`src/rtl/des_pkg.sv`:
```
// Shared definitions for the DES frame loader.
// Holds the loader FSM state encoding, the frame layout constants and the
// block width used by the keyIn/desIn ports.
package des_pkg;

    // Block width of the controller's key and plaintext words
    localparam int unsigned BLOCK_W     = 64;

    // Frame layout: key bytes first, then plaintext bytes
    localparam int unsigned FRAME_BYTES = 16;
    localparam int unsigned KEY_BYTES   = 8;

    // Loader FSM state encoding
    localparam logic [1:0] ST_COLLECT   = 2'd0;
    localparam logic [1:0] ST_SETTLE    = 2'd1;
    localparam logic [1:0] ST_PULSE     = 2'd2;
    localparam logic [1:0] ST_WAIT_DONE = 2'd3;

endpackage

```
`src/rtl/des_frame_loader.sv`:
```
// Upstream frame loader for the DES encryption controller.
// Collects 8 key bytes then 8 plaintext bytes from a byte stream, presents
// them as keyIn/desIn, raises start after a settle period, then waits for the
// controller's ready (with timeout) before accepting the next frame.
//
// Ports:
//   clk, rst      - clock (rising edge), asynchronous active-high reset
//   byte_valid    - byte_data valid this cycle
//   byte_data     - stream byte, bit 7 lands in the lowest-numbered word bit
//   byte_ready    - loader accepts a byte this cycle (combinational)
//   frame_abort   - discard the partially collected frame
//   des_ready     - controller ready / encryption complete
//   keyIn, desIn  - key and plaintext words, [1:64] MSB-first
//   start         - start pulse to controller
//   busy          - high while an operation is in flight
//   done          - one-cycle completion pulse
//   timeout_err   - sticky timeout flag, cleared by next frame's first byte
module des_frame_loader
    import des_pkg::*;
#(
    parameter int unsigned SETTLE_CYC  = 2,
    parameter int unsigned START_LEN   = 4,
    parameter int unsigned TIMEOUT_CYC = 1024
) (
    input  logic             clk,
    input  logic             rst,
    input  logic             byte_valid,
    input  logic [7:0]       byte_data,
    output logic             byte_ready,
    input  logic             frame_abort,
    input  logic             des_ready,
    output logic [1:BLOCK_W] keyIn,
    output logic [1:BLOCK_W] desIn,
    output logic             start,
    output logic             busy,
    output logic             done,
    output logic             timeout_err
);

    localparam int unsigned MAX_A   = (SETTLE_CYC > START_LEN) ? SETTLE_CYC : START_LEN;
    localparam int unsigned CNT_MAX = (MAX_A > TIMEOUT_CYC) ? MAX_A : TIMEOUT_CYC;
    localparam int unsigned CNT_W   = $clog2(CNT_MAX + 1);

    logic [1:0]         state_q, state_d;
    logic [3:0]         bcnt_q, bcnt_d;
    logic [CNT_W-1:0]   cnt_q, cnt_d;
    logic [1:BLOCK_W]   key_sh_q, key_sh_d;
    logic [1:BLOCK_W]   dat_sh_q, dat_sh_d;
    logic [1:BLOCK_W]   key_q, key_d;
    logic [1:BLOCK_W]   dat_q, dat_d;
    logic               start_q, start_d;
    logic               done_q, done_d;
    logic               terr_q, terr_d;
    logic               saw_q, saw_d;
    logic [6:0]         ins_pos;

    assign byte_ready  = (state_q == ST_COLLECT) && !frame_abort;
    assign busy        = (state_q != ST_COLLECT);
    assign keyIn       = key_q;
    assign desIn       = dat_q;
    assign start       = start_q;
    assign done        = done_q;
    assign timeout_err = terr_q;

    // Bit position of byte k within its 64-bit half: 8*(k mod 8) + 1
    assign ins_pos = {1'b0, bcnt_q[2:0], 3'b000} + 7'd1;

    always_comb begin
        state_d  = state_q;
        bcnt_d   = bcnt_q;
        cnt_d    = cnt_q;
        key_sh_d = key_sh_q;
        dat_sh_d = dat_sh_q;
        key_d    = key_q;
        dat_d    = dat_q;
        start_d  = 1'b0;
        done_d   = 1'b0;
        terr_d   = terr_q;
        saw_d    = saw_q;

        case (state_q)
            ST_COLLECT: begin
                if (frame_abort) begin
                    bcnt_d = '0;
                end else if (byte_valid) begin
                    if (bcnt_q == '0) begin
                        terr_d = 1'b0;
                    end
                    if (bcnt_q < 4'(KEY_BYTES)) begin
                        key_sh_d[ins_pos +: 8] = byte_data;
                    end else begin
                        dat_sh_d[ins_pos +: 8] = byte_data;
                    end
                    if (bcnt_q == 4'(FRAME_BYTES - 1)) begin
                        // Outputs take the shadow including the byte inserted this cycle
                        key_d   = key_sh_d;
                        dat_d   = dat_sh_d;
                        bcnt_d  = '0;
                        cnt_d   = '0;
                        state_d = ST_SETTLE;
                    end else begin
                        bcnt_d = bcnt_q + 4'd1;
                    end
                end
            end
            ST_SETTLE: begin
                if (cnt_q == CNT_W'(SETTLE_CYC - 1)) begin
                    cnt_d   = '0;
                    saw_d   = 1'b0;
                    start_d = 1'b1;
                    state_d = ST_PULSE;
                end else begin
                    cnt_d = cnt_q + 1'b1;
                end
            end
            ST_PULSE: begin
                saw_d = saw_q | !des_ready;
                if (cnt_q == CNT_W'(START_LEN - 1)) begin
                    cnt_d   = '0;
                    state_d = ST_WAIT_DONE;
                end else begin
                    start_d = 1'b1;
                    cnt_d   = cnt_q + 1'b1;
                end
            end
            ST_WAIT_DONE: begin
                saw_d = saw_q | !des_ready;
                // Ready only counts once it has been seen low since start rose
                if (des_ready && saw_q) begin
                    done_d  = 1'b1;
                    state_d = ST_COLLECT;
                end else if (cnt_q == CNT_W'(TIMEOUT_CYC - 1)) begin
                    terr_d  = 1'b1;
                    cnt_d   = '0;
                    state_d = ST_COLLECT;
                end else begin
                    cnt_d = cnt_q + 1'b1;
                end
            end
            default: begin
                state_d = ST_COLLECT;
            end
        endcase
    end

    always_ff @(posedge clk or posedge rst) begin
        if (rst) begin
            state_q  <= ST_COLLECT;
            bcnt_q   <= '0;
            cnt_q    <= '0;
            key_sh_q <= '0;
            dat_sh_q <= '0;
            key_q    <= '0;
            dat_q    <= '0;
            start_q  <= 1'b0;
            done_q   <= 1'b0;
            terr_q   <= 1'b0;
            saw_q    <= 1'b0;
        end else begin
            state_q  <= state_d;
            bcnt_q   <= bcnt_d;
            cnt_q    <= cnt_d;
            key_sh_q <= key_sh_d;
            dat_sh_q <= dat_sh_d;
            key_q    <= key_d;
            dat_q    <= dat_d;
            start_q  <= start_d;
            done_q   <= done_d;
            terr_q   <= terr_d;
            saw_q    <= saw_d;
        end
    end

endmodule

```
`config.mk`:
```
export PLATFORM = sky130hd
export DESIGN_NAME = des_frame_loader
export DESIGN_NICKNAME = d
export VERILOG_FILES = /design/src/rtl/des_pkg.sv /design/src/rtl/des_frame_loader.sv
export SDC_FILE = /design/constraint.sdc
export NUM_CORES = 1
export LEC_CHECK = 0
export ABC_AREA = 0
export CORE_ASPECT_RATIO = 2
export CORE_MARGIN = 10
export CORE_UTILIZATION = 38
export CTS_CLUSTER_DIAMETER = 200
export DETAILED_ROUTE_END_ITERATION = 6
export PLACE_DENSITY_LB_ADDON = 0.15
export SETUP_SLACK_MARGIN = 0.15
export SLEW_MARGIN = 15
export SYNTH_ARGS = -nofsm -noshare
export SYNTH_HDL_FRONTEND = slang
export SYNTH_SLANG_ARGS = --single-unit
export TNS_END_PERCENT = 30
```
`constraint.sdc`:
```
create_clock -name clk -period 15.7 [get_ports clk]
set_input_delay 4.71 -clock clk [delete_from_list [all_inputs] [get_ports clk]]
set_output_delay 4.71 -clock clk [all_outputs]
set_load 0.005 [all_outputs]
```
==> reports/metrics.yaml, run 1 <==
whs_ns: 0.466
routed-wl-met2_um: 16800
postCtsSetupBuffers: 0
cp-startpoint: "frame_abort"
worstHoldStart: "keyIn[57]$_DFFE_PP0P_"
postSynth.asyncResetShare_pct: 100
maxSlewViolCount: 0
diodes: 0
die_y_um: 267
regToRegStartpoint: "bcnt_q[0]$_DFFE_PP0P_"
rsz0062_at_grt: "no"
cts_tree: "yes"
grt_pass1_vias: 9043
n_fill_cell: 2945
cp_data_arrival_time_ns: 5.78
max_cap_viol_count: 0
ios: 146
dpl_cell_area_um2: 13300
grtUsageTotal_pct: 16.8
p_clk_share_pct: 46.1
rows: 90
yosysWarningCount: 0
cp-end-kind: "primary output"
dieArea_um2: 38400
min_path_type: "reg2reg"
die_w_um: 144
slew_headroom_pct: 29.4
hold_buffers: 0
met3_length_um: 1660
clk_pin_slew_ns: 0.06
vias_per_cell: 5.06
clock_latency_ns: 0.54
finalCriticalPeriod_ns: 10.49
final_antenna_net_count: 0
multi_input_area_um2: 4380
critical_path_class: "in2out"
drc: 0
p_total_mw: 1.48
hpwl_um: 22000
netlist_area_um2: 11600
synthFlopType: "dfrtp_1"
worstMarginPinSlew_ns: 1.06
power_density_nw_per_um2: 104
drtPass1Iterations: 5
synth-seq-cells: 277
synth_nets: 1326
start_util_pct: 38.5
syn2layout_area_growth_pct: 22.9
vdd_drop_max_mv: 0.0957
yosysSeqAreaShare_pct: 59.6
comb_power_share_pct: 4.4
seq_area_um2: 6930
seqPwrFrac_pct: 49.5
wire_per_inst_um: 17.7
wl_met1_um: 12700
wl_um: 31800
vias: 9067
status: "complete, no violations"
cts_root_buffer: "clkbuf_16"
crit_path_max_fanout: 4
finalSetupViolCount: 0
crit_required_ns: 10.99
swShare_pct: 22.7
cts_sinks: 277
final_common_cell: "nand2_1"
synthCells: 1301
fin_skew_ns: 0.0163
synth.distinct_cells: 38
io_buffers: 145
grt_start_max_net_pins: 175
final_layout_size_suffix_gt1_share_pct: 4.07
core_area_um2: 30200
netSwitchingPower_uw: 336
final_nets: 1430
post_cts_resized: 0
fmax_ghz: 0.0953
drt_iter0_markers: 467
postLayoutCellArea_um2: 14300
intPower_mw: 1.15
period_share_pct: 66.8
finalHoldViolCount: 0
topRoutingLayerUsed: "met4"
htree_levels: 1
startpoint_type: "input pin"
cts_made_buffers: 26
p_leak_nw: 6.08
synth_area_per_cell_um2: 8.93
synth_enable_flop_cells: 0
fin_tns_setup_ns: 0
grt_pass1_wl_um: 51300
clockBufferDepth: 3
final_cell_mix: "350 x nand2_1, 277 x dfrtp_1, 245 x o21ai_0"
antenna_found_initial: 0
gp_congestion: 0.812
grt_overflow_total: 0
registers in the layout (all words and copies together) (netlist names):
name         flops
bcnt_q           4
state_q          2
desIn           64
keyIn           64
cnt_q           11
saw_q            1
timeout_err      1
done             1
key_sh_q        64
start            1
dat_sh_q        64
worst max-delay path, stage by stage:
cell and delay, ns:
clkdlybuf4s50_1 0.45, nor2_1 0.11, clkdlybuf4s50_1 0.52
final cells by class:
cell class / instances / share of cell area (%)
Sequential cell: 277 / 48.5
Tap cell: 368 / 3.22
Clock buffer: 38 / 5.65
Clock inverter: 9 / 0.885
Multi-Input combinational cell: 937 / 30.6
Timing Repair Buffer: 150 / 10.7
Inverter: 13 / 0.394
worst paths after layout:
check                                   endpoint  slack, ns  cells past startpoint
max in group asynchronous        start$_DFF_PP0_       9.49                      3
setup / recovery                      byte_ready       5.21                      3
setup reg to reg           keyIn[46]$_DFFE_PP0P_      12.55                      6
min in group asynchronous  keyIn[52]$_DFFE_PP0P_       4.68                      2
hold reg to reg            keyIn[57]$_DFFE_PP0P_       0.47                      2
hold / removal             keyIn[57]$_DFFE_PP0P_       0.47                      2
per-layer routing:
layer / GRT usage, % / up-vias
li1: - / 4584
met3: 2.75 / 33
met2: 30.2 / 193
met4: 4.49 / 0
met1: 20.2 / 4257
met5: 0 / -
cell usage after synthesis (4+ instances only):
master	number	area share, %
nor2_1	116	3.7
nand2_1	350	11
dfrtp_1	277	60
inv_1	13	0.42
clkbuf_1	73	2.4
ha_1	12	1.3
o21ai_0	245	11
nor3_1	4	0.17
or3_1	4	0.22
nand3_1	34	1.5
a21oi_1	114	4.9
nor2b_1	5	0.27
nand4_1	18	0.97
nand3b_1	4	0.26
stage by stage:
step | instances | util (%) | worst slack, ns
after detailed placement | 1744 | 44.1 | 5.20
after global placement | 1744 | 44.1 | 5.20
after CTS | 1791 | 47.2 | 5.19
after floorplan | 1301 | - | 3.35
after global routing | 1792 | 47.3 | 5.12
final | 1792 | 47.3 | 5.21
power groups by stage:
stage	Sequential, mW	Combinational, mW	Clock, mW
5_1_grt	0.734	0.0751	0.732
4_1_cts	0.733	0.0681	0.706
3_3_place_gp	0.746	0.0668	0
6_report	0.733	0.0656	0.683
3_5_place_dp	0.747	0.0680	0
2_1_floorplan	0.745	0.0408	0
kinds of logic after synthesis:
kind of cell    after synthesis  share of synthesized area [%]
compound gates              374                           16.8
fa+ha+maj                    12                           1.29
buf+inv                      87                           2.82
flops                       277                           59.6
mux                           2                          0.183
simple gates                549                           19.3
(Power assumes the default switching activity.)
==> run 2, diff against run 1 <==
==> constraint.sdc (replaced) <==
create_clock -name clk -period 9.7 [get_ports clk]
set_input_delay 2.91 -clock clk [delete_from_list [all_inputs] [get_ports clk]]
set_output_delay 2.91 -clock clk [all_outputs]
set_load 0.005 [all_outputs]
==> run 2 against run 1 <==
  * Via count fell by 0.44%
  * Design area is 0.22% lower
  * Combinational power grew 63%
  * First-iteration DRC count down 4.1%
  * Flip-flop and latch count stayed put
  * Worst hold slack gained 0.0012 ns
  * Cell count is essentially flat
  * Register-to-register slack got worse by 5.8 ns
  * Critical path depth is the same
  * Sequential power increased by 62%
==> reports/metrics.yaml, run 2 (synthesis results as in run 1) <==
drc: 0  # unchanged
diodes: 0  # unchanged
wl_um: 32000  # +0.54%
gp_congestion: 0.815  # +0.32%
cts_made_buffers: 26  # unchanged
hpwl_um: 22300  # +1.3%
fin_skew_ns: 0.00779  # -0.00848 ns
hold_depth: 2  # unchanged
clk_pin_slew_ns: 0.07  # about the same
hold_buffers: 0  # unchanged
regToRegStartpoint: "state_q[0]$_DFFE_PP0P_"
rows: 90  # unchanged
fin_tns_setup_ns: 0  # unchanged
comb_power_share_pct: 4.5  # about the same
power_density_nw_per_um2: 167  # +61%
setup_ws_ns: 2.82  # -2.39 ns
vias_per_cell: 5.03  # -0.50%
vdd_drop_max_mv: 0.138  # +44%
p_total_mw: 2.39  # +61%
clockBufferDepth: 3  # unchanged
crit_path_max_fanout: 4  # unchanged
startpoint_type: "input pin"
wire_per_inst_um: 17.8  # +0.48%
crit_chain: "clkdlybuf4s50_1, nor2_1, clkdlybuf4s50_1"
finalHoldViolCount: 0  # unchanged
die_w_um: 144  # unchanged
whs_ns: 0.467  # +0.00124 ns
rr_worst_depth: 7  # +1
seqPwrFrac_pct: 49.8  # +0.3 points
htree_levels: 1  # unchanged
max_stage_delay_ns: 0.52  # about the same
netSwitchingPower_uw: 537  # +59%
final_nets: 1431  # +0.070%
period_share_pct: 71.0
fin_util_pct: 47.2  # -0.10 points
slew_headroom_pct: 33.9  # +4.4 points
swShare_pct: 22.5  # -0.21 points
place_ws_ns: 2.81  # -2.40 ns
post_cts_resized: 0  # unchanged
postCtsSetupBuffers: 0  # unchanged
syn2layout_area_growth_pct: 22.6
die_y_um: 267  # unchanged
ios: 146  # unchanged
critical_path_class: "in2out"
cts_tree: "yes"
n_fill_cell: 2991  # +1.6%
worstMarginPinSlew_ns: 0.992  # -0.0666 ns
drt_iter0_markers: 448  # -4.1%
cp_data_arrival_time_ns: 3.97  # -1.81 ns
seq_area_um2: 6930  # about the same
worstHoldStart: "keyIn[58]$_DFFE_PP0P_"
min_path_type: "reg2reg"
cp_slowest_cell: "clkdlybuf4s50_1"
status: "complete, no violations"
cts_sinks: 277  # unchanged
dieArea_um2: 38400  # unchanged
rrSetupSlack_ns: 6.78  # -5.77 ns
drtPass1Iterations: 5  # unchanged
io_buffers: 145  # unchanged
finalSetupViolCount: 0  # unchanged
crit_required_ns: 6.79  # -4.20 ns
maxSlewViolCount: 0  # unchanged
grt_start_max_net_pins: 175  # unchanged
cts_root_buffer: "clkbuf_16"
p_leak_nw: 6.04  # -0.66%
finalCriticalPeriod_ns: 6.88
cp-end-kind: "primary output"
start_util_pct: 38.5  # unchanged
vias: 9027  # -0.44%
core_area_um2: 30200  # unchanged
grt_overflow_total: 0  # unchanged
hold_end: "keyIn[58]$_DFFE_PP0P_"
antenna_found_initial: 0  # unchanged
rsz0062_at_grt: "no"
worst_r2r_endpoint: "keyIn[33]$_DFFE_PP0P_"
intPower_mw: 1.85  # +61%
fmax_ghz: 0.145
max_cap_viol_count: 0  # unchanged
final_common_cell: "nand2_1"
grtUsageTotal_pct: 16.8  # -0.047 points
grt_pass1_vias: 8888  # -1.7%
final_antenna_net_count: 0  # unchanged
multi_input_area_um2: 4380  # unchanged
final_layout_size_suffix_gt1_share_pct: 3.86  # -0.21 points
clock_latency_ns: 0.54  # about the same
grt_pass1_wl_um: 51000  # -0.55%
path_common_cell: "clkdlybuf4s50_1"
final_cell_mix: "350 x nand2_1, 276 x dfrtp_1, 245 x o21ai_0"
p_clk_share_pct: 45.8  # -0.3 points
==> run 2: cell types whose count changed in the layout (fill, tap and decap cells not counted), moves of 2 or more <==
cell,previous run,this run
clkinvlp_4,0,3
clkbuf_1,2,7
buf_4,3,5
clkinv_2,5,0
inv_8,2,0
==> run 2: worst max-delay path by stage <==
stage,cells after the start,from,slack [ns],endpoint
4_1_cts,3,frame_abort,2.81,byte_ready
6_report,3,frame_abort,2.82,byte_ready
2_1_floorplan,1,rst,3.12,bcnt_q[0]$_DFFE_PP0P_
3_3_place_gp,3,frame_abort,2.80,byte_ready
5_1_grt,3,frame_abort,2.73,byte_ready
3_5_place_dp,3,frame_abort,2.81,byte_ready
==> run 2: area by class of cell <==
type                       count  area share (%)
clock buffer                  42            5.70
clock inverter                 5           0.738
inverter                      13           0.369
multi-input combinational    937            30.7
sequential                   277            48.7
tap                          368            3.23
timing repair buffer         151            10.6
==> run 2: through the flow <==
step	cells	instance area, um^2
floorplan	1301	11600
global placement	1746	13300
detailed placement	1746	13300
CTS	1793	14200
global route	1793	14200
finish	1793	14200
==> run 2: power by group through the flow <==
stage / sequential, mW / combinational [mW] / clock (mW)
after floorplan: 1.21 / 0.0663 / 0
after global placement: 1.21 / 0.109 / 0
after detailed placement: 1.21 / 0.110 / 0
after CTS: 1.19 / 0.111 / 1.13
after global routing: 1.19 / 0.122 / 1.17
final: 1.19 / 0.107 / 1.09
==> run 2: critical path: cells and delay by family <==
family,cells,cell delay [ns]
buf+inv,2,0.96
simple gates,1,0.11
==> run 2: metal layers <==
layer | GRT usage (%) | routed length [um] | vias up | part of all wire, %
met4 | 5.32 | 708 | 0 | 2.2
met2 | 30.0 | 16700 | 179 | 52
li1 | - | - | 4578 | -
met1 | 19.8 | 13000 | 4237 | 41
met5 | 0 | 0 | - | 0
met3 | 2.78 | 1470 | 33 | 4.6
==> run 3, diff against run 2 <==
==> constraint.sdc (replaced) <==
create_clock -name clk -period 5.6 [get_ports clk]
set_input_delay 1.68 -clock clk [delete_from_list [all_inputs] [get_ports clk]]
set_output_delay 1.68 -clock clk [all_outputs]
set_load 0.005 [all_outputs]
==> run 3 against run 2 <==
  * Clock-buffer cell count fell by 2
  * Flip-flop and latch count did not move
  * Design area barely moved
  * Critical endpoint unchanged
  * Largest power group unchanged
==> reports/metrics.yaml, run 3 (synthesis results as in run 1) <==
core_area_um2: 30200  # unchanged
clockBufferDepth: 3  # unchanged
cp_slowest_cell: "clkdlybuf4s50_1"
grtUsageTotal_pct: 16.8  # +0.072 points
drt_iter0_markers: 592  # +32%
wl_um: 31900  # about the same
crit_family: "buffers and inverters"
max_stage_delay_ns: 0.51  # about the same
ios: 146  # unchanged
min_path_type: "reg2reg"
antenna_found_initial: 1  # +1
met1_usage_pct: 19.8  # -0.077 points
fin_skew_ns: 0.0126  # +0.00477 ns
crit_path_max_fanout: 4  # unchanged
grt_overflow_total: 0  # unchanged
cts_made_buffers: 26  # unchanged
vdd_drop_max_mv: 0.254  # +84%
finalHoldViolCount: 0  # unchanged
p_leak_nw: 6.06  # +0.29%
period_share_pct: 78.7
startpoint_type: "input pin"
wire_per_inst_um: 17.8  # -0.12%
syn2layout_area_growth_pct: 22.6  # about the same
gr-max-usage-layer: "met2"
htree_levels: 1  # unchanged
path_common_cell: "clkdlybuf4s50_1"
hpwl_um: 22300  # +0.18%
slew_headroom_pct: 34.3  # +0.42 points
postCtsSetupBuffers: 0  # unchanged
io_buffers: 145  # unchanged
clock_latency_ns: 0.54  # about the same
clk_pin_slew_ns: 0.06  # about the same
cts_sinks: 277  # unchanged
use_met2_pct: 30.0  # about the same
grt_pass1_vias: 9086  # +2.2%
crit_required_ns: 3.92  # -2.87 ns
hold_buffers: 0  # unchanged
finalSetupViolCount: 0  # unchanged
post_cts_resized: 0  # unchanged
rows: 90  # unchanged
vias_per_cell: 5.05  # +0.29%
critical_path_class: "in2out"
cts_tree: "yes"
dieArea_um2: 38400  # unchanged
final_cell_mix: "350 x nand2_1, 277 x dfrtp_1, 245 x o21ai_0"
fin_util_pct: 47.2  # about the same
rsz0062_at_grt: "no"
grt_pass1_wl_um: 51300  # +0.62%
gp_congestion: 0.824  # +1.1%
crit_chain: "clkdlybuf4s50_1, nor2_1, clkdlybuf4s50_1"
maxSlewViolCount: 0  # unchanged
drtPass1Iterations: 4  # -1
power_density_nw_per_um2: 284  # +70%
grt_start_max_net_pins: 174  # -0.57%
final_common_cell: "nand2_1"
worstMarginPinSlew_ns: 0.986  # -0.00624 ns
dpl_cell_area_um2: 13400  # +0.39%
cp_data_arrival_time_ns: 2.72  # -1.25 ns
fmax_ghz: 0.227
cts_root_buffer: "clkbuf_16"
die_y_um: 267  # unchanged
final_nets: 1433  # +0.14%
diodes: 0  # unchanged
max_cap_viol_count: 0  # unchanged
finalCriticalPeriod_ns: 4.40
vias: 9058  # +0.34%
start_util_pct: 38.5  # unchanged
postLayoutCellArea_um2: 14200  # about the same
die_w_um: 144  # unchanged
final_layout_size_suffix_gt1_share_pct: 4.00  # +0.14 points
cp_num_buf_inv: 2  # unchanged
cp-end-kind: "primary output"
drc: 0  # unchanged
final_antenna_net_count: 0  # unchanged
grtUsageMet3_pct: 2.87  # +0.089 points
fin_tns_setup_ns: 0  # unchanged
status: "complete, no violations"
[run 3: changes by cell type in the layout (fill, tap and decap cells not counted), moves of 2 or more]
cell        before  now
clkinvlp_4       3    1
clkinv_2         0    4
bufinv_16        3    1
clkbuf_1         7    5
buf_12           1    4
[run 3: stage by stage]
step	power (mW)	cells	hold slack (ns)	setup slack (ns)
2_1_floorplan	2.20	1301	0.449	0.255
3_3_place_gp	2.28	1748	0.454	1.18
3_5_place_dp	2.28	1748	0.455	1.19
4_1_cts	4.11	1794	0.470	1.18
5_1_grt	4.22	1794	0.494	1.11
6_report	4.05	1794	0.461	1.20
[run 3: final timing paths]
| path | start | endpoint | slack (ns) | cells past startpoint |
|---|---|---|---|---|
| max | frame_abort | byte_ready | 1.20 | 3 |
| min | keyIn[61]$_DFFE_PP0P_ | keyIn[61]$_DFFE_PP0P_ | 0.46 | 2 |
| max reg2reg | state_q[0]$_DFFE_PP0P_ | timeout_err$_DFFE_PP0P_ | 2.81 | 8 |
| min reg2reg | keyIn[61]$_DFFE_PP0P_ | keyIn[61]$_DFFE_PP0P_ | 0.46 | 2 |
| max in group asynchronous | rst | cnt_q[2]$_DFFE_PP0P_ | 3.07 | 3 |
| min in group asynchronous | rst | keyIn[56]$_DFFE_PP0P_ | 1.69 | 3 |
[run 3: power breakdown]
group | switching (mW) | internal, mW
clock | 0.777 | 1.03
combinational | 0.144 | 0.0415
sequential | 0.0214 | 2.03
[run 3: worst reg2reg max path: stages, from the launching register on]
cell     delay (ns)
dfrtp_1        0.42
inv_1          0.10
ha_1           0.43
and3b_1        0.32
buf_4          0.41
nand3_1        0.52
a21oi_1        0.30
a21oi_1        0.09
nor2_1         0.13
[run 3: cell type report]
class                      count  area, um^2
clock buffer                  40         805
clock inverter                 6        58.8
fill                        2906       15900
inverter                      13        52.6
multi-input combinational    937        4380
sequential                   277        6930
tap                          368         460
timing repair buffer         153        1560
[run 3: per-layer routing]
layer	vias to the layer above	share of wire [%]
li1	4575	-
met1	4232	40
met2	200	52
met3	49	5.1
met4	2	2.9
met5	-	0.041
